===== src/rtl/load_unit.sv =====
// Load unit: fetches one or two aligned words for a byte/half/word load,
// then shifts and extends the result into data_out with a one-cycle data_valid.
module load_unit (
  input  logic        clk,
  input  logic        rst_n,
  input  logic        req_valid,
  output logic        req_ready,
  input  logic [31:0] req_addr,
  input  logic [2:0]  funct3,
  output logic        data_valid,
  output logic [31:0] data_out,
  output logic        err,
  output logic        mem_read,
  output logic [31:0] mem_address,
  input  logic [31:0] mem_rdata,
  input  logic        mem_resp
);

  typedef enum logic [2:0] {
    LF_LB  = 3'b000,
    LF_LH  = 3'b001,
    LF_LW  = 3'b010,
    LF_LBU = 3'b100,
    LF_LHU = 3'b101
  } load_funct3_t;

  typedef enum logic [1:0] {S_IDLE, S_RD0, S_RD1, S_DONE} state_t;

  state_t      r_state;
  state_t      w_next;
  logic [31:0] r_addr;
  logic [2:0]  r_f3;
  logic [31:0] r_lo;
  logic [31:0] r_data_out;
  logic        r_err;
  logic [63:0] w_dword;
  logic [31:0] w_fmt;

  function automatic logic is_legal(input logic [2:0] f3);
    case (f3)
      LF_LB, LF_LH, LF_LW, LF_LBU, LF_LHU: is_legal = 1'b1;
      default:                             is_legal = 1'b0;
    endcase
  endfunction

  // A load is split when its bytes cross into the next aligned word.
  function automatic logic is_split(input logic [2:0] f3, input logic [1:0] off);
    case (f3)
      LF_LW:         is_split = (off != 2'b00);
      LF_LH, LF_LHU: is_split = (off == 2'b11);
      default:       is_split = 1'b0;
    endcase
  endfunction

  function automatic logic [31:0] format_load(input logic [63:0] dw,
                                              input logic [1:0]  off,
                                              input logic [2:0]  f3);
    logic [31:0] sh;
    sh = 32'(dw >> {off, 3'b000});
    case (f3)
      LF_LB:   format_load = {{24{sh[7]}}, sh[7:0]};
      LF_LBU:  format_load = {24'h000000, sh[7:0]};
      LF_LH:   format_load = {{16{sh[15]}}, sh[15:0]};
      LF_LHU:  format_load = {16'h0000, sh[15:0]};
      LF_LW:   format_load = sh;
      default: format_load = 32'h0000_0000;
    endcase
  endfunction

  // State register.
  always_ff @(posedge clk or negedge rst_n) begin
    if (!rst_n) begin
      r_state <= S_IDLE;
    end else begin
      r_state <= w_next;
    end
  end

  // Next-state selection.
  always_comb begin
    w_next = r_state;
    case (r_state)
      S_IDLE: begin
        if (req_valid) begin
          w_next = is_legal(funct3) ? S_RD0 : S_DONE;
        end else begin
          w_next = S_IDLE;
        end
      end
      S_RD0: begin
        if (mem_resp) begin
          w_next = is_split(r_f3, r_addr[1:0]) ? S_RD1 : S_DONE;
        end else begin
          w_next = S_RD0;
        end
      end
      S_RD1: begin
        if (mem_resp) begin
          w_next = S_DONE;
        end else begin
          w_next = S_RD1;
        end
      end
      S_DONE:  w_next = S_IDLE;
      default: w_next = S_IDLE;
    endcase
  end

  // The final word arrives on mem_rdata, so it is formatted before being stored.
  always_comb begin
    w_dword = {32'h0000_0000, mem_rdata};
    if (r_state == S_RD1) begin
      w_dword = {mem_rdata, r_lo};
    end else begin
      w_dword = {32'h0000_0000, mem_rdata};
    end
    w_fmt = format_load(w_dword, r_addr[1:0], r_f3);
  end

  // Request latch, low-word buffer and registered result.
  always_ff @(posedge clk or negedge rst_n) begin
    if (!rst_n) begin
      r_addr     <= 32'h0000_0000;
      r_f3       <= 3'b000;
      r_lo       <= 32'h0000_0000;
      r_data_out <= 32'h0000_0000;
      r_err      <= 1'b0;
    end else begin
      case (r_state)
        S_IDLE: begin
          if (req_valid) begin
            r_addr <= req_addr;
            r_f3   <= funct3;
            r_lo   <= 32'h0000_0000;
            if (!is_legal(funct3)) begin
              r_data_out <= 32'h0000_0000;
              r_err      <= 1'b1;
            end
          end
        end
        S_RD0: begin
          if (mem_resp) begin
            r_lo <= mem_rdata;
            if (!is_split(r_f3, r_addr[1:0])) begin
              r_data_out <= w_fmt;
              r_err      <= 1'b0;
            end
          end
        end
        S_RD1: begin
          if (mem_resp) begin
            r_data_out <= w_fmt;
            r_err      <= 1'b0;
          end
        end
        default: begin
        end
      endcase
    end
  end

  // Memory-side address decode; RD1 wraps naturally at 2^32.
  always_comb begin
    mem_address = 32'h0000_0000;
    case (r_state)
      S_RD0:   mem_address = {r_addr[31:2], 2'b00};
      S_RD1:   mem_address = {r_addr[31:2], 2'b00} + 32'h0000_0004;
      default: mem_address = 32'h0000_0000;
    endcase
  end

  assign mem_read   = (r_state == S_RD0) || (r_state == S_RD1);
  assign req_ready  = (r_state == S_IDLE);
  assign data_valid = (r_state == S_DONE);
  assign data_out   = r_data_out;
  assign err        = r_err;

endmodule


===== config.mk =====
export PLATFORM = sky130hd
export DESIGN_NAME = load_unit
export DESIGN_NICKNAME = d
export VERILOG_FILES = /design/src/rtl/load_unit.sv
export SDC_FILE = /design/constraint.sdc
export NUM_CORES = 1
export LEC_CHECK = 0
export ABC_AREA = 1
export CAP_MARGIN = 30
export CORE_MARGIN = 2
export CORE_UTILIZATION = 25
export DETAILED_ROUTE_END_ITERATION = 7
export RECOVER_POWER = 100
export SYNTH_ARGS = -nofsm -noshare
export SYNTH_HDL_FRONTEND = slang
export SYNTH_SLANG_ARGS = --single-unit
export TNS_END_PERCENT = 10

===== constraint.sdc =====
create_clock -name clk -period 5.4 [get_ports clk]
set_input_delay 0.81 -clock clk [delete_from_list [all_inputs] [get_ports clk]]
set_output_delay 0.81 -clock clk [all_outputs]
set_load 0.03 [all_outputs]

==> summary.md, run 1 <==
| Metric | Value |
|---|---|
| Die Ht | `170 µm` |
| NumNets Final | `1228` |
| Cell area power density | `625 mW/mm²` |
| Crit path max-delay family | `buffers and inverters` |
| Setup TNS | `0 ns` |
| Total global routing overflow | `0` |
| Max IR drop VDD | `0.244 mV` |
| Arrival time worst endpoint | `3.60 ns` |
| Number of global-route vias before repair | `6735` |
| Clk pin slew, worst setup/hold paths | `0.07 ns` |
| Fin. max-slew vios | `123` |
| Core box area | `0.0271 mm²` |
| Dpl hpwl | `18800 µm` |
| Dpl ws | `1.71 ns` |
| Crit end category | `primary output` |
| Yosys reg bits | `102` |
| Crit path top cell by count | `inv_1` |
| CTS max path bufs | `2` |
| Initial antenna violation count | `4` |
| Width of the die | `170 µm` |
| Die area | `0.0290 mm²` |
| Rows | `60` |
| Mean post-synth cell area | `6.60 µm²` |
| Largest net degree at the start of global routing | `69` |
| Sequential area share after synthesis | `36.9%` |
| Distinct cell type count after synthesis | `38` |
| Max Cap Viol | `2` |
| RSZ-0062 raised after global routing | `false` |
| Post CTS Setup Buffer Count | `0` |
| Critical Path RT | `4.59 ns` |
| CTS H-Tree Depth | `3` |
| Startpoint Class | `register` |
| Effective utilization at floorplan | `25.6%` |
| Minimum clock period | `4.41 ns` |
| Worst setup path class | `register to primary output` |
| Drt via density | `4.72` |
| Core Util, Final | `32.3%` |
| Clock Latency Late Sink | `0.36 ns` |
| Leak | `4.19 nW` |
| Total track usage | `17.2%` |
| Post-CTS Resized | `0` |
| Root Driver | `clkbuf_16` |
| Cells after synthesis | `1050` |
| Crit share post-route | `81.6%` |
| Final GP Congestion | `0.919` |
| Slew HR | `-145%` |
| Failing checks | `capacitance limit, slew limit` |
| Hold WC Path Type | `register to register` |
| Post-DP Area | `0.00849 mm²` |
| Status | `complete, but fails checks` |
| TritonRoute pass-1 iters | `5` |
| Hold-fix buffers, CTS | `0` |
| Critical Path Max Stage Delay | `0.98 ns` |
| Critical-path top delay cell | `ha_1` |
| Routed vias | `7232` |
| Design area | `0.00876 mm²` |
| Fmax | `227 MHz` |
| Clock Sinks | `102` |
| DRT Wirelength | `25000 µm` |
| DRT antenna net count | `0` |
| Clock skew | `0.0160 ns` |
| Worst-path fanout max | `33` |
| Setup ws final | `0.993 ns` |
| Hold Vio Cnt, Final | `0` |
| CP bufs+invs | `3` |
| # setup viols final | `0` |
| DR DRC count | `0` |
| Area grow syn2layout | `26.6%` |
| Io pins | `139` |
| Mapped Area | `0.00693 mm²` |
| CTS tree | `built` |
| Yosys warning total | `0` |
| First-pass GRT wire length | `38800 µm` |
| # port buffers | `136` |
| DR iter-0 viols | `662` |
| Share of cells above drive strength 1 | `3.98%` |
| Wire per inst | `16.4 µm` |
| Slew @ Worst Pin | `3.68 ns` |
| CP Cell Sequence | `inv_1 > ha_1 > inv_1 > o22ai_1 > nor2_1 > nor3_1 > clkdlybuf4s50_1` |
| CTS buffer count | `9` |
## state kept, by name, summed over array words and instances (netlist names)
register  count
err           1
r_lo         32
data_out     32
r_addr       32
r_state       2
r_f3          3
## layout make-up
| class | instances | area [µm²] |
|---|---|---|
| clock inverter | 6 | 70.1 |
| multi-input combinational | 782 | 3620 |
| tap | 372 | 465 |
| antenna | 3 | 7.51 |
| inverter | 113 | 427 |
| sequential | 102 | 2550 |
| timing repair buffer | 143 | 1400 |
| fill | 2990 | 18300 |
| clock buffer | 10 | 229 |
## per-layer routing
| layer | global-route usage, % | part of all wire [%] | routed length [µm] | up-vias |
|---|---|---|---|---|
| li1 | - | - | - | 3594 |
| met1 | 26.0 | 49 | 12300 | 3338 |
| met2 | 24.5 | 43 | 10700 | 263 |
| met3 | 2.33 | 5.8 | 1460 | 35 |
| met4 | 6.50 | 2.4 | 595 | 2 |
| met5 | 0 | 0.052 | 13 | - |
## per-stage QoR
stage          cells  total power [mW]  hold WS, ns
6_report        1531              5.48        0.475
5_1_grt         1531              5.91        0.506
4_1_cts         1528              5.59        0.485
3_5_place_dp    1512              4.89        0.467
3_3_place_gp    1512              4.89        0.465
2_1_floorplan   1051              3.75        0.490
## logic make-up (layout without fill, tap and decap cells)
kind of cell	Yosys count	count (layout)	share of synthesized area, %
and+or+nand+nor	594	594	35.9
xor gates and xnor gates	1	1	0.126
adders and majority gates	6	6	1.08
DFF	102	102	36.9
muxes	11	11	1.79
other	1	5	0.0541
buffers and inverters	167	272	10.8
AOI/OAI and AO/OA	168	168	13.4
## where the power goes
part,total (mW),switching (mW),internal (mW)
Sequential,1.41,0.294,1.12
Clock,0.684,0.320,0.364
Combinational,3.38,2.33,1.05
Total,5.48,2.95,2.53
## cell usage after synthesis, drive strengths merged
cell    number  share of area (%)
buf         41                3.9
and3         1               0.11
and2         1              0.090
a31oi        4               0.36
nand2      362                 20
nor2        91                5.2
a41oi        1               0.13
mux2        11                1.8
a311oi       1               0.13
nand4        2               0.18
nand3      131                9.9
clkbuf      13               0.70
xnor2        1               0.13
dfrtp      102                 37
ha           6                1.1
a221oi       1               0.13
nand3b       3               0.33
clkinv       2               0.11
a21oi       57                4.1
o21ai       67                4.9
inv        111                6.1
nor3         3               0.22
conb         1              0.054
o22ai       22                2.0
o211ai      15                1.6
## worst paths after layout
| check | slack (ns) | from | to | cells after the start |
|---|---|---|---|---|
| min in group asynchronous | 1.71 | rst_n | r_addr[7]$_DFFE_PN0P_ | 1 |
| hold / removal | 0.48 | data_out[21]$_DFFE_PN0P_ | data_out[21]$_DFFE_PN0P_ | 2 |
| hold reg to reg | 0.48 | data_out[21]$_DFFE_PN0P_ | data_out[21]$_DFFE_PN0P_ | 2 |
| setup reg to reg | 1.17 | r_state[0]$_DFF_PN0_ | data_out[31]$_DFFE_PN0P_ | 11 |
| max in group asynchronous | 1.60 | rst_n | data_out[10]$_DFFE_PN0P_ | 1 |
| setup / recovery | 0.99 | r_state[0]$_DFF_PN0_ | mem_address[16] | 7 |
## worst min-delay path: stages, from the launching register on
cell	delay [ns]
dfrtp_1	0.34
nand2_1	0.05
nand2_1	0.05
## cells in the final DEF, fill, tap and decap left out, types with 22 or more instances in the layout
cell	n
o21ai_0	65
nand3_1	128
inv_1	107
a21oi_1	56
clkdlybuf4s50_1	68
nor2_1	87
o22ai_1	22
dfrtp_1	102
nand2_1	360
dlygate4sd3_1	67
No activity file was read; power rests on OpenSTA's default activity.
==> run 2: changes to the inputs <==
- clock period: 5.4 -> 4.37 ns (I/O delays scaled with it)
==> run 2 against run 1 <==
Effect of this change: the flow still finishes with violations (capacitance limit, slew limit); cell count is 0.20% higher; non-clock buffer count is 3 higher; combinational power is 23% higher.
==> summary.md, run 2 (synthesis gave the netlist of run 1 again) <==
| Metric | Value |
|---|---|
| Status | `complete, but fails checks` |
| Failing checks | `capacitance limit, slew limit` |
| Share of cells above drive strength 1 | `4.57%` |
| Startpoint Class | `register` |
| NumNets Final | `1231` |
| Total global routing overflow | `0` |
| Initial antenna violation count | `3` |
| # setup viols final | `0` |
| R2r worst-path depth | `11` |
| Dpl hpwl | `18400 µm` |
| Wire per inst | `15.8 µm` |
| CP Cell Sequence | `inv_1 > ha_2 > inv_2 > o22ai_1 > nor2_1 > nor3_1 > dlygate4sd3_1` |
| Arrival time worst endpoint | `3.04 ns` |
| Met2 GRT Util | `24.1%` |
| Number of global-route vias before repair | `6745` |
| Hold WC Path Type | `register to register` |
| DRT Wirelength | `24300 µm` |
| Critical Path Max Stage Delay | `0.79 ns` |
| Die area | `0.0290 mm²` |
| Final GP Congestion | `0.917` |
| R2R Path Start | `r_state[0]$_DFF_PN0_` |
| CP bufs+invs | `3` |
| Effective utilization at floorplan | `25.6%` |
| Slew @ Worst Pin | `2.32 ns` |
| Cell area power density | `767 mW/mm²` |
| Critical Path RT | `3.71 ns` |
| Leak | `4.21 nW` |
| Area grow syn2layout | `27.0%` |
| Grt peak-use layer | `met1` |
| Largest net degree at the start of global routing | `70` |
| Core box area | `0.0271 mm²` |
| CTS max path bufs | `2` |
| Hold path start | `data_out[18]$_DFFE_PN0P_` |
| Worst setup path class | `register to primary output` |
| Routed vias | `7176` |
| Clk pin slew, worst setup/hold paths | `0.07 ns` |
| Critical-path top delay cell | `dlygate4sd3_1` |
| Setup TNS | `0 ns` |
| # port buffers | `136` |
| Drt via density | `4.68` |
| Crit path max-delay family | `buffers and inverters` |
| TritonRoute pass-1 iters | `5` |
| DRT antenna net count | `0` |
| First-pass GRT wire length | `37900 µm` |
| Met3 usage | `2.12%` |
| DR iter-0 viols | `639` |
| GR Layer Usage met1 | `24.9%` |
| Post-CTS Resized | `0` |
| Crit end category | `primary output` |
| Minimum clock period | `3.69 ns` |
| Hold-fix buffers, CTS | `0` |
| Worst flop-to-flop path endpoint | `data_out[20]$_DFFE_PN0P_` |
| DR DRC count | `0` |
| CTS buffer count | `9` |
| Crit share post-route | `84.5%` |
| CTS H-Tree Depth | `3` |
| Clock Sinks | `102` |
| Setup slack, reg-to-reg | `0.88 ns` |
| Fin. max-slew vios | `74` |
| Clock Latency Late Sink | `0.36 ns` |
| Power, Total | `6.74 mW` |
| Post CTS Setup Buffer Count | `0` |
| Hold Path Stages | `2` |
| Highest-count cells in the layout ignoring fill and taps | `359 x nand2_1, 127 x nand3_1, 105 x inv_1` |
| Width of the die | `170 µm` |
| Worst-path fanout max | `32` |
| Hold_ws | `0.474 ns` |
| Clock skew | `0.0121 ns` |
| Total track usage | `16.8%` |
| Die Ht | `170 µm` |
| Fmax | `271 MHz` |
| CTS tree | `built` |
| Max IR drop VDD | `0.255 mV` |
| Max Cap Viol | `2` |
| RSZ-0062 raised after global routing | `false` |
| Io pins | `139` |
| Hold Vio Cnt, Final | `0` |
| Root Driver | `clkbuf_16` |
| Worst hold endpoint | `data_out[18]$_DFFE_PN0P_` |
| Rows | `60` |
| Core Util, Final | `32.5%` |
| Slew HR | `-54.4%` |
| Commonest non-fill, non-tap cell in the layout | `nand2_1` |
| Critical Path Stages | `7` |
-- run 2: changes by cell type in the layout (fill, tap and decap cells not counted), moves of 2 or more --
cell      before  now
clkbuf_2       1    3
clkinv_4       0    2
inv_1        107  105
inv_2          3    5
-- run 2: cell type report --
cell class | instances | area [µm²]
fill | 2912 | 18300
inverter | 113 | 427
clock inverter | 6 | 71.3
antenna | 3 | 7.51
timing repair buffer | 146 | 1420
clock buffer | 10 | 229
tap | 372 | 465
multi-input combinational | 782 | 3630
sequential | 102 | 2550
-- run 2: through the flow --
stage	cell area, µm²	setup WS (ns)	std cells
finish	8790	0.677	1534
floorplan	6930	1.64	1051
global route	8790	0.474	1534
global placement	8520	1.13	1515
CTS	8820	0.715	1531
detailed placement	8520	1.10	1515
-- run 2: worst min-delay path, stage by stage (launching register included) --
cell     delay, ns
dfrtp_1       0.34
nand2_1       0.05
nand2_1       0.05
-- run 2: power by group --
| group | switching (mW) | internal [mW] | total, mW |
|---|---|---|---|
| Sequential | 0.362 | 1.38 | 1.74 |
| Combinational | 2.86 | 1.30 | 4.17 |
| Clock | 0.387 | 0.449 | 0.836 |
-- run 2: worst max-delay path by stage --
stage / start / to / slack, ns
after global placement: r_state[0]$_DFF_PN0_ / mem_address[16] / 1.13
after global routing: r_state[0]$_DFF_PN0_ / data_out[31]$_DFFE_PN0P_ / 0.47
after CTS: r_state[1]$_DFF_PN0_ / mem_address[16] / 0.71
after floorplan: r_state[0]$_DFF_PN0_ / mem_address[5] / 1.64
final: r_state[0]$_DFF_PN0_ / mem_address[16] / 0.68
after detailed placement: r_state[0]$_DFF_PN0_ / mem_address[16] / 1.10
-- run 2: per-layer routing --
metal / vias to the layer above / routed length (µm)
li1: 3594 / -
met1: 3325 / 12000
met2: 220 / 10400
met3: 37 / 1170
met4: 0 / 763
met5: - / 0
